--- config.mk ---
export PLATFORM = sky130hd
export DESIGN_NAME = mux4_rr_feeder
export DESIGN_NICKNAME = d
export VERILOG_FILES = /design/src/rtl/mux4_pkg.sv /design/src/rtl/rr_pick4.sv /design/src/rtl/mux4_rr_feeder.sv
export SDC_FILE = /design/constraint.sdc
export NUM_CORES = 1
export LEC_CHECK = 0
export ABC_AREA = 1
export ABC_CLOCK_PERIOD_IN_PS = 5400
export CAP_MARGIN = 30
export CELL_PAD_IN_SITES_DETAIL_PLACEMENT = 1
export CELL_PAD_IN_SITES_GLOBAL_PLACEMENT = 1
export CORE_MARGIN = 2
export CORE_UTILIZATION = 38
export DETAILED_ROUTE_END_ITERATION = 10
export PLACE_DENSITY = 0.93
export SETUP_SLACK_MARGIN = 0.2
export SLEW_MARGIN = 0
export SYNTH_ARGS = -nofsm -noshare
export SYNTH_HDL_FRONTEND = slang
export SYNTH_SLANG_ARGS = --single-unit
--- constraint.sdc ---
create_clock -name clk -period 5.4 [get_ports clk]
set_input_delay 1.08 -clock clk [delete_from_list [all_inputs] [get_ports clk]]
set_output_delay 1.08 -clock clk [all_outputs]
set_load 0.02 [all_outputs]
--- src/rtl/mux4_pkg.sv ---
// Shared definitions for the four-channel round-robin mux feeder.
package mux4_pkg;

  localparam int unsigned CH_N      = 4;
  localparam int unsigned CH_W      = 2;
  localparam int unsigned WIDTH_DEF = 16;

  // Reset value of the last-served channel, so the first scan starts at ch0.
  localparam logic [CH_W-1:0] LAST_RST = 2'd3;

  typedef enum logic {
    IDLE    = 1'b0,
    PRESENT = 1'b1
  } state_e;

endpackage

--- src/rtl/rr_pick4.sv ---
// Combinational round-robin picker: first set req bit scanning upward from start with wrap.
module rr_pick4
  import mux4_pkg::*;
(
  input  logic [CH_N-1:0] req,
  input  logic [CH_W-1:0] start,
  output logic [CH_W-1:0] grant,
  output logic            any
);

  // Scan the four positions starting at start, keep the first requester.
  always_comb begin
    logic [CH_W-1:0] idx;
    idx   = '0;
    grant = '0;
    any   = 1'b0;
    for (int unsigned i = 0; i < CH_N; i++) begin
      idx = start + CH_W'(i);
      if (!any && req[idx]) begin
        grant = idx;
        any   = 1'b1;
      end
    end
  end

endmodule

--- src/rtl/mux4_rr_feeder.sv ---
// Buffered four-channel word sequencer feeding a 4:1 mux with a registered select.
// Optional overwrite counter enabled by defining MUX4_RR_OVF_CNT_EN.
module mux4_rr_feeder
  import mux4_pkg::*;
#(
  parameter int unsigned WIDTH = WIDTH_DEF,
  parameter int unsigned CNT_W = 8
) (
  input  logic             clk,
  input  logic             rst_n,
  input  logic             in_valid,
  input  logic [CH_W-1:0]  in_ch,
  input  logic [WIDTH-1:0] in_data,
  output logic             in_ready,
  output logic [WIDTH-1:0] word0,
  output logic [WIDTH-1:0] word1,
  output logic [WIDTH-1:0] word2,
  output logic [WIDTH-1:0] word3,
  output logic [CH_W-1:0]  sel,
  output logic             out_valid,
  input  logic             out_ready,
  output logic [CH_W-1:0]  out_ch,
  output logic             ovf
`ifdef MUX4_RR_OVF_CNT_EN
  ,
  output logic [CNT_W-1:0] ovf_cnt
`endif
);

  state_e           state_q, state_d;
  logic [WIDTH-1:0] words_q [CH_N];
  logic [WIDTH-1:0] words_d [CH_N];
  logic [CH_N-1:0]  pending_q, pending_d;
  logic [CH_W-1:0]  sel_q, sel_d;
  logic [CH_W-1:0]  last_q, last_d;
  logic             out_valid_q, out_valid_d;
  logic             ovf_q, ovf_d;
`ifdef MUX4_RR_OVF_CNT_EN
  logic [CNT_W-1:0] ovf_cnt_q, ovf_cnt_d;
`endif

  logic             wr_acc;
  logic             ovf_evt;
  logic             hs;
  logic [CH_N-1:0]  wr_mask;
  logic [CH_N-1:0]  pend_rem;
  logic [CH_W-1:0]  idle_grant, next_grant;
  logic             idle_any, next_any;

  // The presented word is frozen: writes to the selected channel are refused while valid.
  assign in_ready = !(out_valid_q && (in_ch == sel_q));

  // Write decode, handshake and the pending set left after serving sel.
  always_comb begin
    wr_acc   = in_valid && in_ready;
    wr_mask  = wr_acc ? (CH_N'(1) << in_ch) : '0;
    ovf_evt  = wr_acc && pending_q[in_ch];
    hs       = out_valid_q && out_ready;
    pend_rem = (pending_q | wr_mask) & ~(CH_N'(1) << sel_q);
  end

  rr_pick4 u_pick_idle (
    .req   (pending_q),
    .start (last_q + CH_W'(1)),
    .grant (idle_grant),
    .any   (idle_any)
  );

  rr_pick4 u_pick_next (
    .req   (pend_rem),
    .start (sel_q + CH_W'(1)),
    .grant (next_grant),
    .any   (next_any)
  );

  // Next-state: word store, pending bookkeeping and the IDLE/PRESENT scheduler.
  always_comb begin
    state_d     = state_q;
    sel_d       = sel_q;
    last_d      = last_q;
    out_valid_d = out_valid_q;
    words_d     = words_q;
    pending_d   = pending_q | wr_mask;
    ovf_d       = ovf_q | ovf_evt;
    if (wr_acc) begin
      words_d[in_ch] = in_data;
    end
    unique case (state_q)
      IDLE: begin
        if (idle_any) begin
          sel_d       = idle_grant;
          state_d     = PRESENT;
          out_valid_d = 1'b1;
        end
      end
      PRESENT: begin
        if (hs) begin
          pending_d[sel_q] = 1'b0;
          last_d           = sel_q;
          if (next_any) begin
            sel_d = next_grant;
          end else begin
            state_d     = IDLE;
            out_valid_d = 1'b0;
          end
        end
      end
      default: begin
        state_d     = IDLE;
        out_valid_d = 1'b0;
      end
    endcase
  end

`ifdef MUX4_RR_OVF_CNT_EN
  // Saturating count of overwrite events.
  always_comb begin
    ovf_cnt_d = ovf_cnt_q;
    if (ovf_evt && (ovf_cnt_q != '1)) begin
      ovf_cnt_d = ovf_cnt_q + CNT_W'(1);
    end
  end
`endif

  // State and output registers with asynchronous clear.
  always_ff @(posedge clk or negedge rst_n) begin
    if (!rst_n) begin
      state_q     <= IDLE;
      pending_q   <= '0;
      sel_q       <= '0;
      last_q      <= LAST_RST;
      out_valid_q <= 1'b0;
      ovf_q       <= 1'b0;
      for (int unsigned i = 0; i < CH_N; i++) begin
        words_q[i] <= '0;
      end
`ifdef MUX4_RR_OVF_CNT_EN
      ovf_cnt_q   <= '0;
`endif
    end else begin
      state_q     <= state_d;
      pending_q   <= pending_d;
      sel_q       <= sel_d;
      last_q      <= last_d;
      out_valid_q <= out_valid_d;
      ovf_q       <= ovf_d;
      words_q     <= words_d;
`ifdef MUX4_RR_OVF_CNT_EN
      ovf_cnt_q   <= ovf_cnt_d;
`endif
    end
  end

  assign word0     = words_q[0];
  assign word1     = words_q[1];
  assign word2     = words_q[2];
  assign word3     = words_q[3];
  assign sel       = sel_q;
  assign out_ch    = sel_q;
  assign out_valid = out_valid_q;
  assign ovf       = ovf_q;
`ifdef MUX4_RR_OVF_CNT_EN
  assign ovf_cnt   = ovf_cnt_q;
`endif

endmodule

---- Word-level counts from Yosys, hierarchy flattened ----
Index checks and enable logic that the tools add are counted.
storage, ports and cells
  bits in registers ....................... 75
  input bits .............................. 22
  output and inout port bits .............. 71
  word-level logic and storage cells ...... 122
cells by class
  add/sub/neg operators ................... 8
  $lt $le $gt $ge ......................... 13
  equality and inequality tests ........... 5
  shifts and indexed selects .............. 2
  mux-type cells .......................... 54
  bitwise logic cells ..................... 8
  reduce and logical (&&, ||, !) cells .... 22
operators with widths
  kind                                                         count
  bitwise mux 64 bit                                           1
  demux 16 bit (select 2 bit)                                  1
  less-than comparator 2 x 3 -> 1 bit (second input constant)  10
  two-way mux 1 bit                                            24
  two-way mux 2 bit                                            11
  binary-select mux 1 bit (select 2 bit)                       9
  two-way mux 16 bit                                           1
  logical AND 1 bit                                            12
  two-way mux 4 bit                                            3
  adder 2 x 1 -> 2 bit (second input constant)                 4
  adder 2 bit (second input constant)                          4
  AND 4 bit                                                    2
  NOT 4 bit                                                    2
  left shift 1 x 2 -> 4 bit (first input constant)             2
  logical NOT 1 bit                                            7
  AND reduction 3 bit                                          2
  != test 2 x 1 -> 1 bit (second input constant)               2
  != test 2 bit (second input constant)                        2
  bitwise OR 4 bit                                             1
  case mux 1 bit (2 select lines)                              2
  case mux 2 bit (2 select lines)                              1
  >= comparator 3 bit (second input constant)                  1
  less-than comparator 3 x 1 -> 1 bit (second input constant)  1
  NOT 2 -> 3 bit                                               1
  other kinds (6)                                              6

---- Depth between registers and ports, before layout ----
  depth after elaboration ................. 22
  mapped depth ............................ 17
  depth with buffers taken out ............ 16

---- Cells and area by module ----
From an unflattened synthesis, not the netlist that was laid out.
unflattened totals
  cells, all modules ...................... 488
  area total of the unflattened synthesis .. 3995.1 um2
by module, submodules not included
  module          instances  cells an instance  area an instance (um2)  seq. area each (um2)
  mux4_rr_feeder  1          370                3357.0                  1879.3
  rr_pick4        2          59                 319.1                   0.0

---- Worst setup path after synthesis ----
No wires, ideal clock.
  path type ............................... input to output
  start point ............................. input port in_ch[0]
  end point ............................... output port in_ready
  data arrival time ....................... 1432 ps
  required time ........................... 4320 ps
  slack ................................... 2888 ps
  stages on the path ...................... 4
  path buffers ............................ 0
  path through ............................ inv_1 > nand2_2 > nand2_2 > nand3_4
between the ends
  longest elaborated chain between the ends .. 3
RTL lines
  what               line                  source
  start, declared    mux4_rr_feeder.sv:12  input logic [CH_W-1:0] in_ch,
  == test 2 bit      mux4_rr_feeder.sv:51  assign in_ready = !(out_valid_q && (in_ch == sel_q));
  logical AND 1 bit  mux4_rr_feeder.sv:51
  logical NOT 1 bit  mux4_rr_feeder.sv:51
  end, declared      mux4_rr_feeder.sv:14  output logic in_ready,
Every way passes these cells.

---- Worst setup path after layout ----
Same ends and word-level chain as after synthesis.

==> results.md <==
* Share of cells above drive strength 1 at 10.2%
* RSZ-0062 raised after global routing: no
* Area growth syn-to-layout at 34.9%
* Height of the die at 99.5 um
* Worst Tran Pin Value at 0.626 ns
* Clk buf depth at 2
* Mux cell area share after synthesis at 0%
* Leakage at 2.22 nW
* Drc violations at 0
* Max VDD drop at 274 uV
* DP HPWL at 7.44 mm
* Setup crit start kind: primary input
* Die Width at 99.5 um
* Main combinational cell family by area after synthesis: simple AND/OR/NAND/NOR gates
* Fmax at 268 MHz
* Met3 WL at 427 um
* Critical path type: in -> out
* Starting Density at 39.5%
* Compound-cell area share of the yosys netlist at 13.9%
* Core Area at 8760 sq um
* Mapped Area at 3460 sq um
* Setup bufs post-CTS at 0
* Initial antenna violation count at 0
* Area leader, netlist: dfrtp_1
* Worst slack, placed at 1.66 ns
* TritonCTS clock tree: done
* Status: finished, final reports clean
* Clock Sinks at 75
* Gp weighted congestion at 0.860
* Layout fillers at 1011
* Clock latency on the worst-skew pair at 0.34 ns
* Netlist cell types at 28
* DR vias at 3076
* Area fraction of the dominant cell type after synthesis at 52.7%
* Vias in the first global route at 3378
* R2R setup slack at 2.73 ns
* Fin. max-slew vios at 0
* Wire per inst at 17.7 um
* CTS H-Tree Depth at 3
* Cts bufs inserted at 9
* Fin nets at 504
* Post-synth ARST share at 100%
* First-pass GRT wire length at 17.0 mm
* Post-route minimum period at 3.74 ns
* Final hold violations at 0
* Antenna viol nets, final at 0
* Power density over cell area at 655 nW/um^2
* Resize count post-CTS at 0
* CP Launch Point: in_ch[0]
* Yosys warnings at 0
* DR iter-0 viols at 67
* Clk_skew at 0.00900 ns
* R2R Path End: out_ch[0]
* Worst EP arrival at 2.66 ns
* Final worst setup slack at 1.66 ns
* Final setup TNS at 0 ns
* Min-delay worst type: reg -> reg
* Slew headroom at 58.2%
* Met1 Wirelength at 4.19 mm
* Synthesized instance count at 390
* Sequential area share after synthesis at 54.2%
* Area fraction in and, or, nand and nor cells after synthesis at 22.8%
* Synth Flop Type: dfrtp_1
* Hold path cells at 1
* Post-synth net total at 416
* I/O pin total at 93
* Drt pass-1 iters at 4
* CP endpoint: in_ready
* Grt total ovfl at 0
* Clock transition at the registers of the reported paths at 0.08 ns
* N_diodes at 0
* Root Driver: clkbuf_8
* Port-buffer cells at 92
* Final period util at 69.2%
* XOR/XNOR Fraction of Synth Area at 0.506%
* # hold bufs at CTS at 0
* # rows at 34
* Crit. End Element: primary output
* Metal2 WL at 5.62 mm
* Top Layer Used: met4
* Number of max-cap violations at 0
* Die ar. at 9900 sq um
* Worst Path Max Fanout at 6
* Most frequent cell after synthesis: nand2_1
* Post-synth EDFFs at 0
* Total GRT Usage at 22.0%
* Post-Synth Adder-Cell Area at 1.44%
* Final setup violating endpoints at 0
* Mean Syn Cell Area at 8.88 sq um
* Via density at 5.21
* Req. time, crit path at 4.32 ns
* Largest net degree at the start of global routing at 49
* Reg2reg path depth at 15
* Total Wirelength at 10.5 mm
* Ranking of synthesized cells by area: dfrtp_1 (53%), nand2_1 (12%), o21ai_0 (11%), inv_1 (4.4%), nand3_4 (2.5%)
* R2r startpoint: out_ch[0]
* Seq cells post-synth at 75
* Most common library cells after synthesis: nand2_1 (108), dfrtp_1 (73), o21ai_0 (73), inv_1 (41), nand3_1 (15)
## final cells by class
type / instances / area [sq um] / share of cell area [%]
flip-flops and latches: 75 / 1880 / 40.2
multi-input cells: 255 / 1340 / 28.7
repair buffers: 93 / 923 / 19.8
inverters: 44 / 170 / 3.64
clock buffers: 11 / 151 / 3.24
well taps: 108 / 135 / 2.89
clock inverters: 4 / 73.8 / 1.58
## cell usage in the layout, fill, tap and decap left out, drive strengths merged, types with 4 or more instances in the layout
cell type      instances
nand2                120
clkdlybuf4s50         91
o21ai                 75
dfrtp                 73
inv                   44
nand3                 26
clkbuf                11
nor2                  10
a21oi                  6
a22oi                  5
nand4                  5
ha                     4
## registers in the layout, summed over array words and instances, names as in the netlist
register   flops
last_q         2
out_ch         2
out_valid      1
ovf            1
pending_q      4
state_q        1
word0         16
word1         16
word2         16
word3         16
## metal layers
layer,track usage (%),up-vias
met1,25.7,1561
met5,0,-
li1,-,1428
met4,7.69,0
met3,4.92,14
met2,39.6,73
## cell families after synthesis
logic type	after synthesis
compound gates	88
xor+xnor	2
buf+inv	60
simple gates	161
flops	75
fa+ha+maj	4
## worst max-delay path, cell delays in order
cell             delay (ns)
clkdlybuf4s50_1        0.55
inv_1                  0.10
nand2_2                0.08
nand2_2                0.06
nand3_4                0.16
clkdlybuf4s50_1        0.63
## how the worst min path moves through the flow
stage,from,slack [ns],endpoint
3_5_place_dp,ovf,0.47,ovf
2_1_floorplan,state_q,0.56,state_q
6_report,ovf,0.47,ovf
3_3_place_gp,ovf,0.46,ovf
4_1_cts,ovf,0.49,ovf
5_1_grt,ovf,0.50,ovf
## report_power, final
group	switching, mW	total, mW	internal, mW
logic	0.973	1.62	0.648
registers	0.171	0.949	0.778
clock network	0.205	0.488	0.283
## metrics by stage
stage          instances  utilization [%]  cell area [sq um]  power [mW]  hold WS, ns
6_report             590             53.3               4670        3.06        0.475
5_1_grt              590             53.3               4670        3.27        0.503
4_1_cts              590             53.3               4670        3.08        0.486
3_5_place_dp         575             50.7               4450        2.57        0.469
3_3_place_gp         575             50.7               4450        2.47        0.457
2_1_floorplan        390                -               3460        1.91        0.561
Power figures use the tool's default switching activity.
